<file path="config.mk">
export PLATFORM = sky130hd
export DESIGN_NAME = controle_medida_sonar
export DESIGN_NICKNAME = d
export VERILOG_FILES = /design/src/rtl/sonar_pkg.sv /design/src/rtl/controle_medida_sonar_contador_m.sv /design/src/rtl/controle_medida_sonar.sv
export SDC_FILE = /design/constraint.sdc
export NUM_CORES = 1
export LEC_CHECK = 0
export ABC_AREA = 1
export BUFFER_PORTS_ARGS = -buffer_cell sky130_fd_sc_hd__buf_2
export CAP_MARGIN = 20
export CORE_MARGIN = 4
export CORE_UTILIZATION = 55
export CTS_CLUSTER_SIZE = 8
export DETAILED_ROUTE_END_ITERATION = 10
export PLACE_DENSITY_LB_ADDON = 0.08
export SETUP_SLACK_MARGIN = 0.05
export SLEW_MARGIN = 20
export SYNTH_ARGS = -nofsm -noshare
export SYNTH_HDL_FRONTEND = slang
export SYNTH_SLANG_ARGS = --single-unit
</file>
<file path="constraint.sdc">
create_clock -name clock -period 4.4 [get_ports clock]
set_input_delay 0.88 -clock clock [delete_from_list [all_inputs] [get_ports clock]]
set_output_delay 0.88 -clock clock [all_outputs]
set_load 0.05 [all_outputs]
</file>
<file path="src/rtl/sonar_pkg.sv">
// Shared constants for the sonar measurement slice: state codes, default
// timing for a 50MHz clock and the BCD digit width.
package sonar_pkg;

  localparam int TRIG_CICLOS_PADRAO    = 500;        // 10us @ 50MHz
  localparam int TIMEOUT_CICLOS_PADRAO = 1_500_000;  // 30ms @ 50MHz
  localparam int BCD_W                 = 4;

  localparam logic [2:0] ST_INICIAL  = 3'd0;
  localparam logic [2:0] ST_PREPARA  = 3'd1;
  localparam logic [2:0] ST_TRIGGER  = 3'd2;
  localparam logic [2:0] ST_ESPERA   = 3'd3;
  localparam logic [2:0] ST_MEDE     = 3'd4;
  localparam logic [2:0] ST_ARMAZENA = 3'd5;
  localparam logic [2:0] ST_FINAL    = 3'd6;
  localparam logic [2:0] ST_ERRO     = 3'd7;

  typedef enum logic [2:0] {
    INICIAL  = ST_INICIAL,
    PREPARA  = ST_PREPARA,
    TRIGGER  = ST_TRIGGER,
    ESPERA   = ST_ESPERA,
    MEDE     = ST_MEDE,
    ARMAZENA = ST_ARMAZENA,
    FINAL    = ST_FINAL,
    ERRO     = ST_ERRO
  } estado_t;

endpackage

</file>
<file path="src/rtl/controle_medida_sonar_contador_m.sv">
// Mod-M up counter with synchronous clear and enable; 'fim' flags count == M-1.
module contador_m #(
  parameter int M = 10,
  parameter int N = 4
) (
  input  logic clock,
  input  logic reset,
  input  logic zera,
  input  logic conta,
  output logic fim
);

  logic [N-1:0] q;

  always_ff @(posedge clock or posedge reset) begin
    if (reset) begin
      q <= '0;
    end else if (zera) begin
      q <= '0;
    end else if (conta) begin
      if (q == N'(M - 1)) q <= '0;
      else                q <= q + N'(1);
    end
  end

  assign fim = (q == N'(M - 1));

endmodule

</file>
<file path="src/rtl/controle_medida_sonar.sv">
// Sequences one ultrasonic measurement: clear contador_cm, fire the trigger,
// wait for echo and contador_cm 'pronto', latch the BCD distance or flag timeout.
module controle_medida_sonar
  import sonar_pkg::*;
#(
  parameter int TRIG_CICLOS    = TRIG_CICLOS_PADRAO,
  parameter int TIMEOUT_CICLOS = TIMEOUT_CICLOS_PADRAO,
  parameter int W_TMO          = 21
) (
  input  logic                 clock,
  input  logic                 reset,
  input  logic                 medir,
  input  logic                 echo,
  input  logic                 fim_contador,
  input  logic [BCD_W-1:0]     digito0_in,
  input  logic [BCD_W-1:0]     digito1_in,
  input  logic [BCD_W-1:0]     digito2_in,
  output logic                 zera_contador,
  output logic                 trigger,
  output logic [3*BCD_W-1:0]   medida,
  output logic                 pronto,
  output logic                 erro,
  output logic [3:0]           db_estado
);

  localparam int W_TRIG = (TRIG_CICLOS > 1) ? $clog2(TRIG_CICLOS) : 1;

  estado_t estado;
  logic    echo_p0, echo_p1;
  logic    zera_cont, conta_trig, conta_tmo;
  logic    fim_trig, fim_tmo;

  // echo synchronizer: echo_p1 is the only echo seen by the FSM
  always_ff @(posedge clock or posedge reset) begin
    if (reset) begin
      echo_p0 <= 1'b0;
      echo_p1 <= 1'b0;
    end else begin
      echo_p0 <= echo;
      echo_p1 <= echo_p0;
    end
  end

  // Timeout enable is gated by its own 'fim' so the counter parks at the limit.
  assign zera_cont  = (estado == PREPARA);
  assign conta_trig = (estado == TRIGGER);
  assign conta_tmo  = ((estado == ESPERA) || (estado == MEDE)) && !fim_tmo;

  contador_m #(.M(TRIG_CICLOS), .N(W_TRIG)) u_cont_trig (
    .clock (clock),
    .reset (reset),
    .zera  (zera_cont),
    .conta (conta_trig),
    .fim   (fim_trig)
  );

  contador_m #(.M(TIMEOUT_CICLOS), .N(W_TMO)) u_cont_tmo (
    .clock (clock),
    .reset (reset),
    .zera  (zera_cont),
    .conta (conta_tmo),
    .fim   (fim_tmo)
  );

  // Outputs are set on the transition into the state that owns them.
  always_ff @(posedge clock or posedge reset) begin
    if (reset) begin
      estado        <= INICIAL;
      zera_contador <= 1'b0;
      trigger       <= 1'b0;
      pronto        <= 1'b0;
      erro          <= 1'b0;
      medida        <= '0;
    end else begin
      zera_contador <= 1'b0;
      trigger       <= 1'b0;
      pronto        <= 1'b0;
      case (estado)
        INICIAL: begin
          if (medir) begin
            estado        <= PREPARA;
            zera_contador <= 1'b1;
            erro          <= 1'b0;
          end
        end
        PREPARA: begin
          estado  <= TRIGGER;
          trigger <= 1'b1;
        end
        TRIGGER: begin
          if (fim_trig) estado  <= ESPERA;
          else          trigger <= 1'b1;
        end
        ESPERA: begin
          if (echo_p1) begin
            estado <= MEDE;
          end else if (fim_tmo) begin
            estado <= ERRO;
            erro   <= 1'b1;
          end
        end
        MEDE: begin
          if (fim_contador) begin
            estado <= ARMAZENA;
          end else if (fim_tmo) begin
            estado <= ERRO;
            erro   <= 1'b1;
          end
        end
        ARMAZENA: begin
          medida <= {digito2_in, digito1_in, digito0_in};
          estado <= FINAL;
          pronto <= 1'b1;
        end
        FINAL:   estado <= INICIAL;
        ERRO:    estado <= INICIAL;
        default: estado <= INICIAL;
      endcase
    end
  end

  assign db_estado = {1'b0, estado};

endmodule

</file>
Word level (Yosys, flattened, before mapping)
Cells that the tools add are included.
W data, S select, Z words.
{ "totals": {"register_bits": 51, "inputBits": 17, "output_inout_bits": 20, "wordCells": 57} }
{ "classes": {"addsub": 2, "eq_ne": 13, "muxes": 22, "reduce_logical": 10} }
{ "ops": {"columns": ["op", "count"], "rows": [
  ["$mux W21", 3],
  ["$mux W9", 3],
  ["$add A21 B1 Y21 const B", 1],
  ["$eq A21 B21 Y1 const B", 1],
  ["$pmux W3 S7", 1],
  ["$mux W3", 5],
  ["$eq A3 B3 Y1 const B", 4],
  ["$add A9 B1 Y9 const B", 1],
  ["$eq A9 B9 Y1 const B", 1],
  ["$mux W1", 8],
  ["$eq A3 B2 Y1 const B", 2],
  ["$ne A2 B2 Y1 const B", 3],
  ["$reduce_and A4 Y1", 1],
  ["$reduce_bool A2 Y1", 2],
  ["$eq A3 B1 Y1 const B", 1],
  ["$logic_not A3 Y1", 1],
  ["$pmux W1 S3", 1],
  ["$reduce_bool A3 Y1", 1],
  ["$ne A2 B1 Y1 const B", 1],
  ["$pmux W1 S2", 1],
  ["$reduce_and A2 Y1", 1],
  ["$reduce_or A2 Y1", 1],
  ["$logic_and A1 B1 Y1", 1],
  ["$logic_not A1 Y1", 1],
  ["$logic_or A1 B1 Y1", 1]
]} }

Logic depth before layout (Yosys ltp)
Gate-level depths: netlist (run 1).
{ "depth": {"word_depth": 5, "ltp_mapped": 11, "ltp_nobuf": 11} }

Cells and area by module
From an unflattened synthesis (run 1), not the netlist that was laid out.
{ "unflattened": {"hier_cells": 371, "area_unflattened_um2": 2916.5} }
{ "by_module_without_submodules": {"columns": ["mod", "n_inst", "cells_per_inst", "area_each_um2"], "rows": [
  ["contador_m (u_cont_tmo)", 1, 182, 1385.1],
  ["controle_medida_sonar", 1, 117, 939.7],
  ["contador_m (u_cont_trig)", 1, 72, 591.8]
]} }

Least setup slack after synthesis (run 1)
OpenSTA, ideal clock, no wires.
{ "synth_path": {"path_kind": "register to register", "startpoint": "reg estado[1]", "endpoint": "reg u_cont_tmo.q[8]", "setup_ps": 120, "t_arrival_ps": 1554, "setup_slack_ps": 2726, "path_stages_with_launch": 8, "path_buffers": 1, "synth_period_minus_slack_ps": 1674, "cell_sequence": "dfrtp_1 > inv_1 > nand3_1 > nand2_2 > nand2_8 > buf_12 > nor3b_2 > nor2_1"} }
{ "synth_between": {"elab_chain_cells": 4, "elab_cells_between_ends": 7, "classes_between": "eq/ne (3); mux (1); reduce/logical (3)"} }
{ "synth_lines": {"columns": ["element", "line_no", "text"], "rows": [
  ["start, declared", "controle_medida_sonar.sv:28", "estado_t estado;"],
  ["start signal, assigned", "controle_medida_sonar.sv:68", "estado <= INICIAL;"],
  ["start signal, assigned", "controle_medida_sonar.sv:81", "estado <= PREPARA;"],
  ["start signal, assigned", "controle_medida_sonar.sv:87", "estado <= TRIGGER;"],
  ["$eq A3 B2 Y1 / $eq A3 B3 Y1 (equally long branches)", "controle_medida_sonar.sv:47", "assign conta_tmo = ((estado == ESPERA) || (estado == MEDE)) && !fim_tmo;"],
  ["$logic_or A1 B1 Y1", "controle_medida_sonar.sv:47", null],
  ["$logic_and A1 B1 Y1", "controle_medida_sonar.sv:47", null],
  ["$reduce_bool A2 Y1 (no line)", null, null],
  ["end signal, assigned", "controle_medida_sonar_contador_m.sv:22", "else q <= q + N'(1);"],
  ["end, declared", "controle_medida_sonar_contador_m.sv:13", "logic [N-1:0] q;"]
]} }
Several ways; a longest one is shown, not always the timed one.
A chain may end at the register's enable or synchronous reset.

Worst setup path after layout (run 1)
{ "layout_path": {"startpoint": "reg estado[1]", "endpoint": "reg medida[10]"} }
{ "layout_between": {"elab_chain_cells": 1} }
{ "layout_lines": {"columns": ["element", "line_no", "text"], "rows": [
  ["$eq A3 B3 Y1", "controle_medida_sonar.sv:78", "case (estado)"],
  ["end signal, assigned", "controle_medida_sonar.sv:111", "medida <= {digito2_in, digito1_in, digito0_in};"],
  ["end, declared", "controle_medida_sonar.sv:20", "output logic [3*BCD_W-1:0] medida,"]
]} }
Every way passes these cells.

==> results of run 1 <==
-- per-stage QoR --
stage	hold slack, ns	setup WS (ns)	instance area (um^2)	util (%)
after detailed placement	0.3479	2.338	2989	62.05
after global routing	0.3796	2.068	3079	63.92
after global placement	0.3415	2.347	2989	62.05
final	0.3689	2.377	3079	63.92
after floorplan	0.3312	2.290	2784	-
after CTS	0.3706	2.327	3078	63.90
-- cell families (layout without fill, tap and decap cells) --
family	after synthesis	in the layout	synth area share [%]
and+or+nand+nor	221	221	36.18
other	1	1	0.1347
adders and majority gates	2	2	0.8987
buffers and inverters	45	82	7.191
xor gates and xnor gates	9	9	2.832
DFF	51	51	45.84
AOI/OAI and AO/OA	33	33	6.922
-- cell usage in the layout (no fill, tap or decap), types with 3 or more instances in the layout --
master	instances
sky130_fd_sc_hd__o21ai_2	4
sky130_fd_sc_hd__nor2_1	48
sky130_fd_sc_hd__dfrtp_1	51
sky130_fd_sc_hd__nand4_1	14
sky130_fd_sc_hd__inv_2	4
sky130_fd_sc_hd__nand2_2	3
sky130_fd_sc_hd__inv_1	34
sky130_fd_sc_hd__xor2_1	7
sky130_fd_sc_hd__o21ai_0	18
sky130_fd_sc_hd__buf_2	35
sky130_fd_sc_hd__nand2_1	118
sky130_fd_sc_hd__nand3_1	17
sky130_fd_sc_hd__nor3_2	4
sky130_fd_sc_hd__a21oi_1	6
sky130_fd_sc_hd__nor2_2	5
sky130_fd_sc_hd__nor3_1	4
sky130_fd_sc_hd__clkbuf_8	5
-- cell usage after synthesis (all sizes together) --
master / count / area, um^2
a21oi: 8 / 47.55
buf: 3 / 32.53
clkbuf: 3 / 21.27
conb: 1 / 3.750
dfrtp: 51 / 1276
ha: 2 / 25.02
inv: 39 / 146.4
nand2: 123 / 493.0
nand3: 19 / 112.6
nand3b: 1 / 7.510
nand4: 14 / 87.58
nor2: 55 / 234.0
nor3: 8 / 60.06
nor3b: 1 / 12.51
o21ai: 22 / 125.1
o21bai: 1 / 7.510
o22ai: 2 / 12.51
xnor2: 2 / 17.52
xor2: 7 / 61.31
-- critical path: stages (launching register included) --
cell                      delay [ns]
sky130_fd_sc_hd__dfrtp_1        0.44
sky130_fd_sc_hd__inv_1          0.15
sky130_fd_sc_hd__nand2_1        0.08
sky130_fd_sc_hd__nor2_1         0.62
sky130_fd_sc_hd__inv_1          0.42
sky130_fd_sc_hd__nand2_1        0.15
sky130_fd_sc_hd__nand2_1        0.05
-- flip-flops by register name, summed over array words and instances (netlist names) --
signal and count:
u_cont_tmo.q 21, u_cont_trig.q 9, echo_p0 1, estado 3, echo_p1 1, trigger 1
zera_contador 1, erro 1, medida 12, pronto 1
-- final cells by class --
class | instances | area [um^2]
fill | 447 | 1738
inverter | 39 | 147.6
sequential | 51 | 1276
multi-input combinational | 266 | 1308
timing repair buffer | 35 | 175.2
tap | 67 | 83.83
clock inverter | 3 | 20.02
clock buffer | 5 | 68.82
-- where the power goes --
part	total, mW	leakage, nW	internal [mW]	switching [mW]
logic	0.0183	0.743	0.00524	0.0131
registers	0.469	0.620	0.469	0.000228
clock network	0.265	0.0402	0.111	0.155
total	0.753	1.40	0.585	0.168
-- how the worst max path moves through the flow --
| stage | cells past startpoint | from | endpoint |
|---|---|---|---|
| 3_5_place_dp | 6 | estado[1]$_DFFE_PP0P_ | medida[1]$_DFFE_PP0P_ |
| 4_1_cts | 6 | estado[1]$_DFFE_PP0P_ | medida[9]$_DFFE_PP0P_ |
| 5_1_grt | 6 | estado[1]$_DFFE_PP0P_ | medida[7]$_DFFE_PP0P_ |
| 2_1_floorplan | 1 | reset | echo_p0$_DFF_PP0_ |
| 3_3_place_gp | 6 | estado[1]$_DFFE_PP0P_ | medida[7]$_DFFE_PP0P_ |
| 6_report | 6 | estado[1]$_DFFE_PP0P_ | medida[10]$_DFFE_PP0P_ |
-- routing by layer --
layer | global-route usage, % | up-vias
met2 | 32.49 | 56
li1 | - | 1213
met4 | 8.076 | 0
met1 | 26.18 | 1092
met5 | 0 | -
met3 | 4.082 | 10
==> results.yml, run 1 <==
grt:
  grt_max_degree: 52
  grt_usage_pct: 20.01
  grt_overflow_total: 0
  antenna_found_initial: 0
  grt_pass1_vias: 2210
  global_route_wire_length_before_repair_um: 9763
floorplan:
  num_rows: 25
  io-pin-count: 37
  die-height_um: 79.15
  fp.dieW_um: 79.15
  core_area_um2: 4817
  dieArea_um2: 6264
  start_util_pct: 57.79
layout:
  drive_above_1_share_pct: 18.30
  final-instance-count-excl-fill: 466
  nNetsFinal: 417
  p_r_area_growth_vs_syn_pct: 10.61
  antenna_diode_instance_count: 0
power:
  vdd.ir_drop.worst_mv: 0.2022
  static-leakage-power_nw: 1.403
  total_power_mw: 0.7532
  powerDensity_nw_per_um2: 244.6
clocking:
  cts-root-buf: "sky130_fd_sc_hd__clkbuf_8"
  clk_pin_slew_ns: 0.09
  cts_tree: "yes"
  sink_count_of_the_clock_tree: 51
  post_cts_buffers: 0
  cts_made_buffers: 5
  cts_resized: 0
  clock_tree.buffer_depth: 2
  cts-hold-fix-buffers: 0
  cts_htree_levels: 2
  worstSkewPairLatency_ns: 0.30
route:
  wire_length_reported_by_the_detailed_router_um: 5872
  wl_met1_um: 2677
  routed_via_density: 5.088
  route.antenna.remaining_nets: 0
  detailroute.wirelength.met3_um: 308
  drc_errors: 0
  topRoutingLayerUsed: "met4"
  drt_first_pass_iters: 5
  num_vias: 2371
  initial_drc_count: 132
  wl_per_cell_um: 12.60
  dr_wl_met2_um: 2784
synthesis:
  post_synth_cell_types: 33
  post_synth.cell_area_avg_um2: 7.690
  seq_area_frac_synth_pct: 45.84
  syn_std_cell_area_um2: 2784
  mappedNetlistNets: 381
  ys_ff_latch: 51
  netlist_instances: 362
  yosysWarningCount: 0
run_status:
  run_status: "complete, no violations"
place:
  numPortBuffers: 35
  place.detailed.hpwl_um: 4321
  gp_congestion: 0.9052
  placed_instances: 458
timing:
  rsz_0062_raised_after_global_routing: "false"
  finalWorstPathRequiredPeriod_ns: 2.023
  slew_at_the_pin_closest_to_its_max_slew_limit_ns: 0.8588
  timing.final.setup_violations: 0
  final_min_period_over_clock_period_pct: 45.98
  fmax_ghz: 0.4942
  worst_slew_slack_as_a_fraction_of_its_limit_pct: 42.68
  fin_worst_skew_ns: 0.006592
  hold_violations: 0
  slew_viol_final: 0
  setup-tns-final_ns: 0
worst_setup_path:
  critical_path_peak_fanout: 14
  rr_startpoint: "estado[1]$_DFFE_PP0P_"
  timing.critical_path.from_type: "flop"
  ff2ff_setup_slack_ns: 2.38
  timing.critical_path.required_ns: 4.59
  worst_r2r_path_depth: 6
  cp.arrival_ns: 2.22
  worstSetupEndpointType: "flop"
  setup.worst_path.class: "reg -> reg"
  r2r_end: "medida[10]$_DFFE_PP0P_"
min_path:
  hp-start: "echo_p0$_DFF_PP0_"
  hold_class: "reg -> reg"
  hold_end: "echo_p1$_DFF_PP0_"
  min_path_cells: 0
run:
  timing.max_cap.violations: 0
Power figures use the tool's default switching activity.
==> inputs of run 2 (changes only) <==
ABC_AREA = 0   (was 1)
clock period = 2.1 ns   (was 4.4 ns; I/O delays follow)
==> results.yml, run 2 <==
run_status:
  run_status: "complete, no violations"
route:
  wire_length_reported_by_the_detailed_router_um: 5213
  num_vias: 2021
  wl_per_cell_um: 15.51
  drc_errors: 0
  initial_drc_count: 133
  drt_first_pass_iters: 4
  routed_via_density: 6.015
  route.antenna.remaining_nets: 0
timing:
  finalWorstPathRequiredPeriod_ns: 1.884
  setup-tns-final_ns: 0
  fin_worst_skew_ns: 0.006454
  slew_viol_final: 0
  timing.final.setup_violations: 0
  worst_slew_slack_as_a_fraction_of_its_limit_pct: 61.88
  rsz_0062_raised_after_global_routing: "false"
  fmax_ghz: 0.5309
  slew_at_the_pin_closest_to_its_max_slew_limit_ns: 0.5693
  final_min_period_over_clock_period_pct: 89.69
  hold_violations: 0
place:
  place.detailed.hpwl_um: 3858
  numPortBuffers: 35
  gp_congestion: 0.7757
worst_setup_path:
  timing.critical_path.from_type: "flop"
  timing.critical_path.required_ns: 2.28
  worstSetupEndpointType: "flop"
  ff2ff_setup_slack_ns: 0.22
  critical_path_peak_fanout: 15
  cp.arrival_ns: 2.07
  worst_r2r_path_depth: 5
  rr_startpoint: "estado[2]$_DFFE_PP0P_"
  r2r_end: "estado[0]$_DFFE_PP0P_"
  setup.worst_path.class: "reg -> reg"
synthesis:
  yosysMostFrequentCell: "sky130_fd_sc_hd__dfrtp_1"
  adder_cell_share_of_the_synthesized_area_pct: 0.9681
  yosysWarningCount: 0
  netlist_instances: 242
  syn_std_cell_area_um2: 2585
  yosys.area_share.xor_xnor_pct: 0.6776
  yosysTopAreaCell: "sky130_fd_sc_hd__dfrtp_1"
  synth_enable_flop_cells: 0
  main_combinational_cell_family_by_area_after_synthesis: "simple AND/OR/NAND/NOR gates"
  netlist_top_cells_count: "51 x sky130_fd_sc_hd__dfrtp_1, 23 x sky130_fd_sc_hd__a21oi_1, 22 x sky130_fd_sc_hd__nand2_1, 11 x sky130_fd_sc_hd__mux2i_1, 11 x sky130_fd_sc_hd__nand3_1"
  postSynth.asyncResetShare_pct: 100.0
  synth_mux_area_share_pct: 9.923
  ys_ff_latch: 51
  seq_area_frac_synth_pct: 49.37
  mappedNetlistNets: 261
  synth.area.top_cells: "sky130_fd_sc_hd__dfrtp_1 49%, sky130_fd_sc_hd__a21oi_1 4.5%, sky130_fd_sc_hd__mux2i_1 4.3%"
  post_synth_cell_types: 53
  post_synth.cell_area_avg_um2: 10.68
  synth_compound_area_share_pct: 13.99
  yosys.area_share.simple_pct: 21.93
  post-synth-top-area-fraction_pct: 49.37
  synth_ff_type: "sky130_fd_sc_hd__dfrtp_1"
floorplan:
  core_area_um2: 4444
  num_rows: 24
  fp.dieW_um: 76.56
  io-pin-count: 37
  start_util_pct: 58.16
  dieArea_um2: 5861
  die-height_um: 76.56
layout:
  p_r_area_growth_vs_syn_pct: 12.92
  antenna_diode_instance_count: 0
  nNetsFinal: 302
  drive_above_1_share_pct: 21.83
  largest_register_ff_count: 21
  layout_top_registers: "u_cont_tmo.q: 21 flops, medida: 12 flops, u_cont_trig.q: 9 flops"
  mostFrequentLayoutCells: "51 x sky130_fd_sc_hd__dfrtp_1, 35 x sky130_fd_sc_hd__buf_2, 23 x sky130_fd_sc_hd__a21oi_1"
  largest-register: "u_cont_tmo.q"
  final_common_cell: "sky130_fd_sc_hd__dfrtp_1"
clocking:
  cts_htree_levels: 2
  worstSkewPairLatency_ns: 0.30
  clk_pin_slew_ns: 0.09
  cts-hold-fix-buffers: 0
  cts_tree: "yes"
  cts-root-buf: "sky130_fd_sc_hd__clkbuf_8"
  sink_count_of_the_clock_tree: 51
  cts_made_buffers: 5
  clock_tree.buffer_depth: 2
  cts_resized: 0
  post_cts_buffers: 0
grt:
  antenna_found_initial: 0
  grt_pass1_vias: 1941
  grt_max_degree: 23
  grt_usage_pct: 19.08
  grt_overflow_total: 0
  global_route_wire_length_before_repair_um: 9094
power:
  vdd.ir_drop.worst_mv: 0.5806
  powerDensity_nw_per_um2: 1235
  total_power_mw: 3.604
  static-leakage-power_nw: 1.334
run:
  timing.max_cap.violations: 0
min_path:
  hold_class: "in -> async"
==> run 2: worst max-delay path by stage <==
stage / start / end / slack (ns)
6_report: estado[2]$_DFFE_PP0P_ / estado[0]$_DFFE_PP0P_ / 0.22
3_3_place_gp: estado[2]$_DFFE_PP0P_ / estado[0]$_DFFE_PP0P_ / 0.25
4_1_cts: estado[1]$_DFFE_PP0P_ / u_cont_tmo.q[8]$_DFFE_PP0P_ / 0.17
5_1_grt: estado[0]$_DFFE_PP0P_ / medida[4]$_DFFE_PP0P_ / 0.1
2_1_floorplan: estado[0]$_DFFE_PP0P_ / medida[0]$_DFFE_PP0P_ / 0.21
3_5_place_dp: estado[1]$_DFFE_PP0P_ / u_cont_tmo.q[8]$_DFFE_PP0P_ / 0.19
==> run 2: cell families (layout without fill, tap and decap cells) <==
family / Yosys count / count (layout)
adder cells (fa/ha/maj): 2 / 2
multiplexers: 24 / 24
other: 1 / 1
AO/OA/AOI/OAI: 54 / 54
AND/OR/NAND/NOR: 92 / 92
buffers and inverters: 16 / 58
flip-flops: 51 / 51
XOR/XNOR: 2 / 2
==> run 2: layer usage <==
layer	share of wire, %	vias to the layer above	global-route usage [%]
met4	1.4	0	6.522
li1	-	985	-
met5	0	-	0
met3	4.7	9	4.137
met2	48	44	32.43
met1	45	983	24.05
==> run 2: critical path, cell delays in order (launching register included) <==
cell,delay [ns]
sky130_fd_sc_hd__dfrtp_1,0.45
sky130_fd_sc_hd__buf_4,0.19
sky130_fd_sc_hd__or3b_1,0.43
sky130_fd_sc_hd__a41oi_4,0.42
sky130_fd_sc_hd__o211a_1,0.22
sky130_fd_sc_hd__o22ai_1,0.07
==> run 2: metrics by stage <==
stage               setup slack [ns]  utilization [%]  std cells  hold slack [ns]  area, um^2
global route                 0.09674            65.68        336          0.08894        2919
finish                        0.2164            65.68        336          0.07298        2919
global placement              0.2457            63.68        327           0.3463        2830
CTS                           0.1652            65.51        335          0.07350        2912
detailed placement            0.1883            63.68        327           0.3364        2830
floorplan                     0.2109                -        242           0.3312        2585
==> run 2: power breakdown <==
group / internal (mW) / total (mW) / switching [mW] / leakage [nW]
clock network: 0.234 / 0.539 / 0.304 / 0.0422
registers: 1.21 / 1.38 / 0.179 / 0.667
logic: 0.531 / 1.68 / 1.15 / 0.625
==> run 2: cell type report <==
type                    instances  area, um^2
clock buffers                   7       76.32
flip-flops and latches         51        1276
inverters                       6       22.52
clock inverters                 1       5.005
repair buffers                 44       242.7
fillers                       388        1525
well taps                      52       65.06
multi-input cells             175        1231
==> inputs of run 3 (changes only) <==
CORE_UTILIZATION = 45   (was 55)
SETUP_SLACK_MARGIN = 0.5   (was 0.05)
==> results.yml, run 3 (synthesis results as in run 2) <==
worst_setup_path:
  worstSetupEndpointType: "flop"
  cpMaxStageDelayCell: "sky130_fd_sc_hd__dfrtp_2"
  timing.critical_path.from_type: "flop"
  critical_path_peak_fanout: 6
  r2r_end: "u_cont_tmo.q[1]$_DFFE_PP0P_"
  ff2ff_setup_slack_ns: 0.44
  rr_startpoint: "estado[2]$_DFFE_PP0P_"
  critical_path.top_delay_family: "simple AND/OR/NAND/NOR gates"
  setup.worst_path.class: "reg -> reg"
  critical_path.cell_chain: "buf_6 > or3b_4 > nand2_2 > a21boi_4 > mux2i_1"
  sum_of_buffers_and_inverters_on_the_critical_path: 1
  delay_of_the_slowest_cell_on_the_worst_path_ns: 0.46
  cp.arrival_ns: 1.90
  worst_r2r_path_depth: 5
  timing.critical_path.required_ns: 2.34
layout:
  mostFrequentLayoutCells: "47 x sky130_fd_sc_hd__dfrtp_1, 33 x sky130_fd_sc_hd__buf_2, 22 x sky130_fd_sc_hd__a21oi_1"
  antenna_diode_instance_count: 0
  p_r_area_growth_vs_syn_pct: 23.04
  nNetsFinal: 317
  drive_above_1_share_pct: 32.11
  final_common_cell: "sky130_fd_sc_hd__dfrtp_1"
  largest_register_ff_count: 21
  largest-register: "u_cont_tmo.q"
  layout_top_registers: "u_cont_tmo.q: 21 flops, medida: 12 flops, u_cont_trig.q: 9 flops"
min_path:
  hold_class: "in -> reg"
  hp-start: "echo"
  min_path_cells: 1
  hold_end: "echo_p0$_DFF_PP0_"
timing:
  slew_at_the_pin_closest_to_its_max_slew_limit_ns: 0.7635
  fmax_ghz: 0.6020
  finalWorstPathRequiredPeriod_ns: 1.661
  setup-tns-final_ns: 0
  hold_violations: 0
  rsz_0062_raised_after_global_routing: "true"
  final_min_period_over_clock_period_pct: 79.10
  timing.final.setup_violations: 0
  final.hold.worst_slack_ns: 0.2049
  fin_worst_skew_ns: 0.007048
  slew_viol_final: 0
  worst_slew_slack_as_a_fraction_of_its_limit_pct: 48.99
clocking:
  worstSkewPairLatency_ns: 0.31
  cts_htree_levels: 2
  sink_count_of_the_clock_tree: 51
  clock_tree.buffer_depth: 2
  cts-hold-fix-buffers: 0
  cts-root-buf: "sky130_fd_sc_hd__clkbuf_8"
  cts_made_buffers: 5
  cts_tree: "yes"
  clk_pin_slew_ns: 0.10
place:
  gp_congestion: 0.8324
  place.detailed.hpwl_um: 3836
  numPortBuffers: 35
grt:
  grt_max_degree: 37
  grt_busiest_layer: "met2"
  gr-usage-met1_pct: 22.86
  global_route_wire_length_before_repair_um: 9570
  met3_global_route_usage_pct: 3.949
  antenna_found_initial: 0
  grt_overflow_total: 0
  grt_pass1_vias: 1966
  grt_usage_pct: 16.52
  groute.layer.met2.usage_pct: 26.17
floorplan:
  core_area_um2: 5540
  fp.dieW_um: 83.79
  num_rows: 27
  start_util_pct: 46.66
  dieArea_um2: 7021
  io-pin-count: 37
  die-height_um: 83.79
run:
  timing.max_cap.violations: 0
route:
  route.antenna.remaining_nets: 0
  drc_errors: 0
  wl_per_cell_um: 15.47
  routed_via_density: 5.615
  initial_drc_count: 179
  wire_length_reported_by_the_detailed_router_um: 5738
  num_vias: 2083
  drt_first_pass_iters: 4
run_status:
  run_status: "complete, no violations"
power:
  vdd.ir_drop.worst_mv: 0.7647
  static-leakage-power_nw: 1.433
  powerDensity_nw_per_um2: 1270
==> run 3: cell types whose count changed in the layout (fill, tap and decap cells not counted), sizes merged <==
cell | previous run | this run
clkinvlp | 0 | 2
buf | 44 | 58
clkbuf | 7 | 6
clkinv | 1 | 2
inv | 6 | 5
==> run 3: worst max-delay path by stage <==
stage,start,end,slack (ns),cells past startpoint
finish,estado[2]$_DFFE_PP0P_,u_cont_tmo.q[1]$_DFFE_PP0P_,0.44,5
global route,estado[0]$_DFFE_PP0P_,u_cont_tmo.q[9]$_DFFE_PP0P_,0.34,4
CTS,estado[1]$_DFFE_PP0P_,u_cont_tmo.q[16]$_DFFE_PP0P_,0.43,5
detailed placement,estado[2]$_DFFE_PP0P_,estado[0]$_DFFE_PP0P_,0.34,4
global placement,estado[2]$_DFFE_PP0P_,estado[0]$_DFFE_PP0P_,0.37,4
floorplan,estado[1]$_DFFE_PP0P_,u_cont_trig.q[5]$_DFFE_PP0P_,0.46,5
==> run 3: layout make-up <==
type | instances | area, um^2
Tap cell | 72 | 90.09
Clock inverter | 3 | 25.02
Fill cell | 498 | 2360
Sequential cell | 51 | 1281
Inverter | 6 | 26.28
Timing Repair Buffer | 59 | 392.9
Clock buffer | 5 | 68.82
Multi-Input combinational cell | 175 | 1296
==> run 3: timing repair <==
item | in CTS | in global routing
gates resized for setup | 6 | 22
buffers inserted | 15 | 5
pin swaps | 3 | 5
endpoints found under the hold margin | 0 | 0
setup endpoints to repair | 38 | 44
==> run 3: where the power goes <==
part / switching, mW / internal [mW] / leakage (nW) / total (mW)
clock network: 0.349 / 0.239 / 0.0443 / 0.588
logic: 1.26 / 0.795 / 0.727 / 2.05
registers: 0.187 / 1.21 / 0.662 / 1.40
total: 1.79 / 2.25 / 1.43 / 4.04
==> run 3: stage by stage <==
step	cells	total power [mW]	area [um^2]	util (%)	setup slack (ns)
finish	371	4.038	3181	57.41	0.4389
global route	371	4.309	3181	57.41	0.3432
CTS	366	3.887	3087	55.71	0.4259
detailed placement	343	3.068	2844	51.33	0.3421
global placement	343	3.049	2844	51.33	0.3699
floorplan	242	2.754	2618	-	0.4601
==> run 3: routing by layer <==
| layer | routed length (um) | up-vias |
|---|---|---|
| met5 | 0 | - |
| met4 | 58 | 0 |
| met2 | 2629 | 49 |
| li1 | - | 1012 |
| met1 | 2791 | 1016 |
| met3 | 258 | 6 |
